File: src/rtl/spi_pkg.sv
// Shared definitions for the SPI master controller and its slave-side peers:
// state encoding, opcode constants and word widths.
package spi_pkg;

    localparam int CMD_W  = 10;
    localparam int DATA_W = 8;

    localparam logic [1:0] OP_WR_ADDR = 2'b00;
    localparam logic [1:0] OP_WR_DATA = 2'b01;
    localparam logic [1:0] OP_RD_ADDR = 2'b10;
    localparam logic [1:0] OP_RD_DATA = 2'b11;

    typedef enum logic [2:0] {
        ST_IDLE      = 3'd0,
        ST_LEAD      = 3'd1,
        ST_SHIFT_OUT = 3'd2,
        ST_WAIT_RD   = 3'd3,
        ST_SHIFT_IN  = 3'd4,
        ST_GAP       = 3'd5
    } state_t;

    function automatic int max_int(input int a, input int b);
        return (a > b) ? a : b;
    endfunction

endpackage

File: src/rtl/spi_master_ctrl_if.sv
// Host-side command/response bundle of the SPI master controller.
interface spi_master_ctrl_if
    import spi_pkg::*;
();
    logic              cmd_valid;
    logic [CMD_W-1:0]  cmd_data;
    logic              cmd_ready;
    logic              rsp_valid;
    logic [DATA_W-1:0] rsp_data;
    logic              busy;

    modport master (
        output cmd_valid, cmd_data,
        input  cmd_ready, rsp_valid, rsp_data, busy
    );

    modport slave (
        input  cmd_valid, cmd_data,
        output cmd_ready, rsp_valid, rsp_data, busy
    );
endinterface

File: src/rtl/spi_master_shreg.sv
// Parallel-load MSB-first transmit shifter and serial-in receive assembler.
module spi_master_shreg
    import spi_pkg::*;
(
    input  logic              clk,
    input  logic              rst,
    input  logic              load,
    input  logic [CMD_W-1:0]  load_data,
    input  logic              tx_en,
    output logic              tx_msb,
    input  logic              rx_en,
    input  logic              rx_in,
    output logic [DATA_W-1:0] rx_next
);
    logic [CMD_W-1:0]  tx_r;
    logic [DATA_W-1:0] rx_r;

    // The serial input is masked outside the receive window so an undriven line never enters the byte.
    assign rx_next = {rx_r[DATA_W-2:0], (rx_en ? rx_in : 1'b0)};
    assign tx_msb  = tx_r[CMD_W-1];

    // Shift registers: load/shift for TX, clear-on-load and shift-in for RX.
    always_ff @(posedge clk) begin
        if (rst) begin
            tx_r <= {CMD_W{1'b0}};
            rx_r <= {DATA_W{1'b0}};
        end else begin
            if (load) begin
                tx_r <= load_data;
            end else if (tx_en) begin
                tx_r <= {tx_r[CMD_W-2:0], 1'b0};
            end
            if (load) begin
                rx_r <= {DATA_W{1'b0}};
            end else if (rx_en) begin
                rx_r <= rx_next;
            end
        end
    end
endmodule

File: src/rtl/spi_master_ctrl.sv
// SPI master: turns one 10-bit host command into one SPI frame and, for
// read-data frames, returns the 8-bit reply captured from MISO.
module spi_master_ctrl
    import spi_pkg::*;
#(
    parameter int LEAD    = 1,
    parameter int RD_WAIT = 2,
    parameter int GAP     = 1
) (
    input  logic                clk,
    input  logic                rst,
    spi_master_ctrl_if.slave    bus,
    output logic                SS_n,
    output logic                MOSI,
    input  logic                MISO
);
    localparam int CNT_W = $clog2(max_int(max_int(LEAD, RD_WAIT), max_int(GAP, CMD_W)) + 1);
    localparam logic [CNT_W-1:0] LEAD_LAST = CNT_W'(LEAD - 1);
    localparam logic [CNT_W-1:0] WAIT_LAST = CNT_W'(RD_WAIT - 1);
    localparam logic [CNT_W-1:0] GAP_LAST  = CNT_W'(GAP - 1);
    localparam logic [CNT_W-1:0] TX_LAST   = CNT_W'(CMD_W - 1);
    localparam logic [CNT_W-1:0] RX_LAST   = CNT_W'(DATA_W - 1);
    // Zero-length phases are skipped rather than entered for a cycle.
    localparam state_t POST_FRAME = (GAP == 0) ? ST_IDLE : ST_GAP;
    localparam state_t RD_ENTRY   = (RD_WAIT == 0) ? ST_SHIFT_IN : ST_WAIT_RD;

    state_t            state_r, next_state_s;
    logic [CNT_W-1:0]  cnt_r, cnt_next_s;
    logic [1:0]        op_r;
    logic              ss_n_r, mosi_r, rsp_valid_r, busy_r;
    logic [DATA_W-1:0] rsp_data_r;
    logic              load_s, tx_en_s, rx_en_s, rsp_fire_s;
    logic              ss_n_next_s, mosi_next_s, tx_msb_s;
    logic [DATA_W-1:0] rx_next_s;

    spi_master_shreg u_shreg (
        .clk       (clk),
        .rst       (rst),
        .load      (load_s),
        .load_data (bus.cmd_data),
        .tx_en     (tx_en_s),
        .tx_msb    (tx_msb_s),
        .rx_en     (rx_en_s),
        .rx_in     (MISO),
        .rx_next   (rx_next_s)
    );

    // Next-state, counter and datapath-control decode.
    always_comb begin
        next_state_s = state_r;
        cnt_next_s   = cnt_r + {{(CNT_W-1){1'b0}}, 1'b1};
        load_s       = 1'b0;
        rsp_fire_s   = 1'b0;
        case (state_r)
            ST_IDLE: begin
                cnt_next_s = {CNT_W{1'b0}};
                if (bus.cmd_valid) begin
                    next_state_s = ST_LEAD;
                    load_s       = 1'b1;
                end else begin
                    next_state_s = ST_IDLE;
                end
            end
            ST_LEAD: begin
                if (cnt_r == LEAD_LAST) begin
                    next_state_s = ST_SHIFT_OUT;
                    cnt_next_s   = {CNT_W{1'b0}};
                end else begin
                    next_state_s = ST_LEAD;
                end
            end
            ST_SHIFT_OUT: begin
                if (cnt_r == TX_LAST) begin
                    cnt_next_s   = {CNT_W{1'b0}};
                    next_state_s = (op_r == OP_RD_DATA) ? RD_ENTRY : POST_FRAME;
                end else begin
                    next_state_s = ST_SHIFT_OUT;
                end
            end
            ST_WAIT_RD: begin
                if (cnt_r == WAIT_LAST) begin
                    next_state_s = ST_SHIFT_IN;
                    cnt_next_s   = {CNT_W{1'b0}};
                end else begin
                    next_state_s = ST_WAIT_RD;
                end
            end
            ST_SHIFT_IN: begin
                if (cnt_r == RX_LAST) begin
                    next_state_s = POST_FRAME;
                    cnt_next_s   = {CNT_W{1'b0}};
                    rsp_fire_s   = 1'b1;
                end else begin
                    next_state_s = ST_SHIFT_IN;
                end
            end
            ST_GAP: begin
                if (cnt_r == GAP_LAST) begin
                    next_state_s = ST_IDLE;
                    cnt_next_s   = {CNT_W{1'b0}};
                end else begin
                    next_state_s = ST_GAP;
                end
            end
            default: begin
                next_state_s = ST_IDLE;
                cnt_next_s   = {CNT_W{1'b0}};
            end
        endcase

        // Pins are registered from the next state so they line up with the state they belong to.
        tx_en_s     = (next_state_s == ST_SHIFT_OUT);
        rx_en_s     = (state_r == ST_SHIFT_IN);
        mosi_next_s = tx_en_s ? tx_msb_s : 1'b0;
        case (next_state_s)
            ST_LEAD, ST_SHIFT_OUT, ST_WAIT_RD, ST_SHIFT_IN: ss_n_next_s = 1'b0;
            default:                                        ss_n_next_s = 1'b1;
        endcase
    end

    // State, counter and registered outputs; reset takes priority over any handshake.
    always_ff @(posedge clk) begin
        if (rst) begin
            state_r     <= ST_IDLE;
            cnt_r       <= {CNT_W{1'b0}};
            op_r        <= OP_WR_ADDR;
            ss_n_r      <= 1'b1;
            mosi_r      <= 1'b0;
            rsp_valid_r <= 1'b0;
            rsp_data_r  <= {DATA_W{1'b0}};
            busy_r      <= 1'b0;
        end else begin
            state_r     <= next_state_s;
            cnt_r       <= cnt_next_s;
            if (load_s) begin
                op_r <= bus.cmd_data[CMD_W-1 -: 2];
            end
            ss_n_r      <= ss_n_next_s;
            mosi_r      <= mosi_next_s;
            rsp_valid_r <= rsp_fire_s;
            if (rsp_fire_s) begin
                rsp_data_r <= rx_next_s;
            end
            busy_r      <= (next_state_s != ST_IDLE);
        end
    end

    assign bus.cmd_ready = (state_r == ST_IDLE);
    assign bus.rsp_valid = rsp_valid_r;
    assign bus.rsp_data  = rsp_data_r;
    assign bus.busy      = busy_r;
    assign SS_n          = ss_n_r;
    assign MOSI          = mosi_r;
endmodule
File: src/flat_wrapper.sv
// flat-port wrapper written by rule: the top's interface ports become plain ports
module spi_master_ctrl_flat import spi_pkg::*;
#(
    parameter int LEAD    = 1,
    parameter int RD_WAIT = 2,
    parameter int GAP     = 1
)
  (clk, rst, SS_n, MOSI, MISO, bus_cmd_valid, bus_cmd_data, bus_cmd_ready, bus_rsp_valid, bus_rsp_data, bus_busy);
  spi_master_ctrl_if bus_i ();
  input  logic clk;
  input  logic rst;
  output logic SS_n;
  output logic MOSI;
  input  logic MISO;
  input wire logic [$bits(bus_i.cmd_valid)-1:0] bus_cmd_valid;
  input wire logic [$bits(bus_i.cmd_data)-1:0] bus_cmd_data;
  output wire logic [$bits(bus_i.cmd_ready)-1:0] bus_cmd_ready;
  output wire logic [$bits(bus_i.rsp_valid)-1:0] bus_rsp_valid;
  output wire logic [$bits(bus_i.rsp_data)-1:0] bus_rsp_data;
  output wire logic [$bits(bus_i.busy)-1:0] bus_busy;
  assign bus_i.cmd_valid = bus_cmd_valid;
  assign bus_i.cmd_data = bus_cmd_data;
  assign bus_cmd_ready = bus_i.cmd_ready;
  assign bus_rsp_valid = bus_i.rsp_valid;
  assign bus_rsp_data = bus_i.rsp_data;
  assign bus_busy = bus_i.busy;
  spi_master_ctrl #(.LEAD(LEAD), .RD_WAIT(RD_WAIT), .GAP(GAP)) u_core (.clk(clk), .rst(rst), .bus(bus_i), .SS_n(SS_n), .MOSI(MOSI), .MISO(MISO));
endmodule
File: config.mk
export PLATFORM = sky130hd
export DESIGN_NAME = spi_master_ctrl_flat
export DESIGN_NICKNAME = d
export VERILOG_FILES = /design/src/rtl/spi_pkg.sv /design/src/rtl/spi_master_ctrl_if.sv /design/src/rtl/spi_master_shreg.sv /design/src/rtl/spi_master_ctrl.sv /design/src/flat_wrapper.sv
export SDC_FILE = /design/constraint.sdc
export NUM_CORES = 1
export LEC_CHECK = 0
export ABC_AREA = 1
export CAP_MARGIN = 20
export CORE_MARGIN = 1
export CORE_UTILIZATION = 55
export CTS_BUF_LIST = sky130_fd_sc_hd__clkbuf_8
export CTS_CLUSTER_SIZE = 24
export DETAILED_ROUTE_END_ITERATION = 16
export GPL_ROUTABILITY_DRIVEN = 1
export GPL_TIMING_DRIVEN = 0
export PLACE_DENSITY_LB_ADDON = 0.1
export SYNTH_ARGS = -nofsm -noshare
export SYNTH_HDL_FRONTEND = slang
export SYNTH_HIERARCHICAL = 1
export SYNTH_SLANG_ARGS = --single-unit
export TNS_END_PERCENT = 10
File: constraint.sdc
create_clock -name clk -period 2.2 [get_ports clk]
set_clock_uncertainty 0.05 [all_clocks]
set_input_delay 0.55 -clock clk [delete_from_list [all_inputs] [get_ports clk]]
set_output_delay 0.55 -clock clk [all_outputs]
set_load 0.01 [all_outputs]
==> impl_metrics.yaml <==
detailed_routing:
  first_pass_iters: 4
  via_per_inst: 4.83
  wl_per_cell_um: 10.3
  drt_iter0_drc: 97
  ant_nets: 0
  post-route-drc-count: 0
  num_vias: 1530
  routed_wl_um: 3260
synthesis:
  synthesis.area_sq_um: 1730
  async_reset_ff_share_pct: 0
  yosysMostFrequentCell: "nand2_1"
  synthTopCellsByArea: "dfxtp_1 44%, nand2_1 13%, nand3_1 7.2%, inv_1 5.8%, nor2_1 5.4%"
  synth_seq_cells: 38
  synth_edf_count: 0
  ys_types: 25
  synth_commonest_cells: "61 x nand2_1, 38 x dfxtp_1, 27 x inv_1, 25 x nand3_1, 25 x nor2_1"
  syn_inst: 240
  yosysTopAreaCell: "dfxtp_1"
  yosys_most_used_dff: "dfxtp_1"
  yosysTopAreaCellShare_pct: 43.9
  yosysSeqAreaShare_pct: 43.9
  synth_nets: 257
  avgSynthCellArea_sq_um: 7.23
  ys_warn_count: 6
sta:
  finalHoldViolCount: 0
  drv_slew: 0
  clock.fmax_ghz: 0.484
  finalSetupViolations: 0
  slew_headroom_pct: 69.2
  fin_crit_sh_pct: 94.0
  grt_setup_unrepaired: "no"
  setup-tns-final_ns: 0
  tightest_slew_ns: 0.460
  hold_slack_ns: 0.385
  period_needed_ns: 2.07
floorplan:
  start_util_pct: 57.3
  die_w_um: 58.2
  coreArea_sq_um: 3030
  fp.dieH_um: 58.2
  row_count: 20
  dieArea_sq_um: 3380
  ios: 27
outcome:
  status: "complete, no violations"
setup_path:
  worst-endpoint-required_ns: 1.60
  cp-start-kind: "register"
  critPathKind: "register to output port"
  arrival_ns: 1.47
  critPathMaxFanout: 6
  crit_path_end_kind: "output port"
grt:
  grt_pass1_wl_um: 5750
  grt_overflow: 0
  grt_pass1_vias: 1373
  antenna_found_initial: 0
  grt_use_total_pct: 22.4
  grt_max_degree: 12
layout:
  num_antenna_cells: 0
  layout.nets: 290
  design_area_sq_um: 2160
  drive_gt1_share_pct: 12.8
  fill_cells: 259
  synthToLayoutAreaGrowth_pct: 24.7
clocking:
  cts-buffers-inserted: 5
  ctsHoldBuffers: 0
  insertion_delay_ns: 0.28
  cts_tree: "yes"
  ctsHtreeMaxLevel: 2
  ctsResizeCount: 0
  numClockSinks: 38
  clkSlewWorstSetupHoldPaths_ns: 0.07
  post-cts-setup-buffers: 0
  clockRootBuffer: "clkbuf_8"
  clk_path_buf_depth: 2
power:
  vdd_drop_max_v: 0.000519
  power_density_nw_per_um2: 717
  leakage_nw: 0.996
place:
  hpwl_um: 2350
  gp_congestion: 0.879
  portBuffers: 26
  place_area_sq_um: 2050
min_path:
  hp-class: "register to register"
flow_run:
  cap_violations: 0
-- cells in the final DEF, fill, tap and decap left out, drive strengths merged --
cell type      synthesis  routed
ha                     3       3
clkbuf                 1       7
o21ai                 13      13
nor3b                  1       1
clkinv                 1       1
buf                    4       4
nand3                 28      28
nor3                   5       5
nand4                  1       1
inv                   33      33
nand2                 67      67
nor2                  31      31
dfxtp                 38      38
xor2                   1       1
bufinv                 0       1
clkdlybuf4s50          0      26
o211ai                 1       1
a21oi                 11      11
xnor2                  1       1
-- where the power goes --
group | internal (W) | leakage (nW) | total (W) | switching [W]
Clock | 0.000362 | 0.0573 | 0.000586 | 0.000223
Combinational | 0.0000980 | 0.630 | 0.000227 | 0.000129
Sequential | 0.000719 | 0.309 | 0.000737 | 0.0000183
Total | 0.00118 | 0.996 | 0.00155 | 0.000371
-- area by class of cell --
cell class	instances	area (sq um)	area share (%)
Inverter	34	140	6.48
Buffer	5	43.8	2.03
Multi-Input combinational cell	163	790	36.5
Timing Repair Buffer	26	260	12.0
Clock inverter	1	30.0	1.39
Clock buffer	6	82.6	3.82
Sequential cell	38	761	35.2
Tap cell	44	55.1	2.55
-- flip-flops by register name, indices dropped and copies added, names as in the netlist --
signal                count
u_core/u_shreg/tx_r      10
u_core/bus.rsp_data       8
u_core/u_shreg/rx_r       7
u_core/cnt_r              4
u_core/state_r            3
u_core/op_r               2
u_core/MOSI               1
u_core/SS_n               1
u_core/bus.busy           1
u_core/bus.rsp_valid      1
-- cells by family after synthesis --
family / share of synthesized area (%)
adders and majority gates: 2.16
and+or+nand+nor: 35.0
AOI/OAI and AO/OA: 7.36
xor gates and xnor gates: 1.01
buffers and inverters: 10.6
DFF: 43.9
-- worst max-delay path, stage by stage, from the launching register on --
cell and delay (ns):
dfxtp_1 0.36, nor2_2 0.17, nand2_1 0.09, inv_1 0.05, clkdlybuf4s50_1 0.52
-- through the flow --
step           total power (W)  std cells  worst slack [ns]  utilization (%)
2_1_floorplan         0.000902        240             0.510                -
3_3_place_gp          0.000977        310            0.0505             67.7
3_5_place_dp          0.000980        310            0.0325             67.7
4_1_cts                0.00157        317             0.122             71.4
5_1_grt                0.00163        317            0.0467             71.4
6_report               0.00155        317             0.132             71.4
-- worst paths after layout --
kind                                from                endpoint  slack (ns)  depth (start not counted)
hold / removal    u_core/u_shreg/tx_r[9]             u_core/MOSI        0.39                          2
setup / recovery       u_core/state_r[0]           bus_cmd_ready        0.13                          4
setup reg to reg         u_core/cnt_r[0]  u_core/u_shreg/tx_r[3]        0.21                         14
hold reg to reg   u_core/u_shreg/tx_r[9]             u_core/MOSI        0.39                          2
-- layer usage --
layer | wire [um] | global-route usage, %
met2 | 1550 | 35.5
met1 | 1570 | 28.4
met4 | 78 | 12.9
met3 | 65 | 4.69
met5 | 0 | 0
No activity file was read; power rests on OpenSTA's default activity.
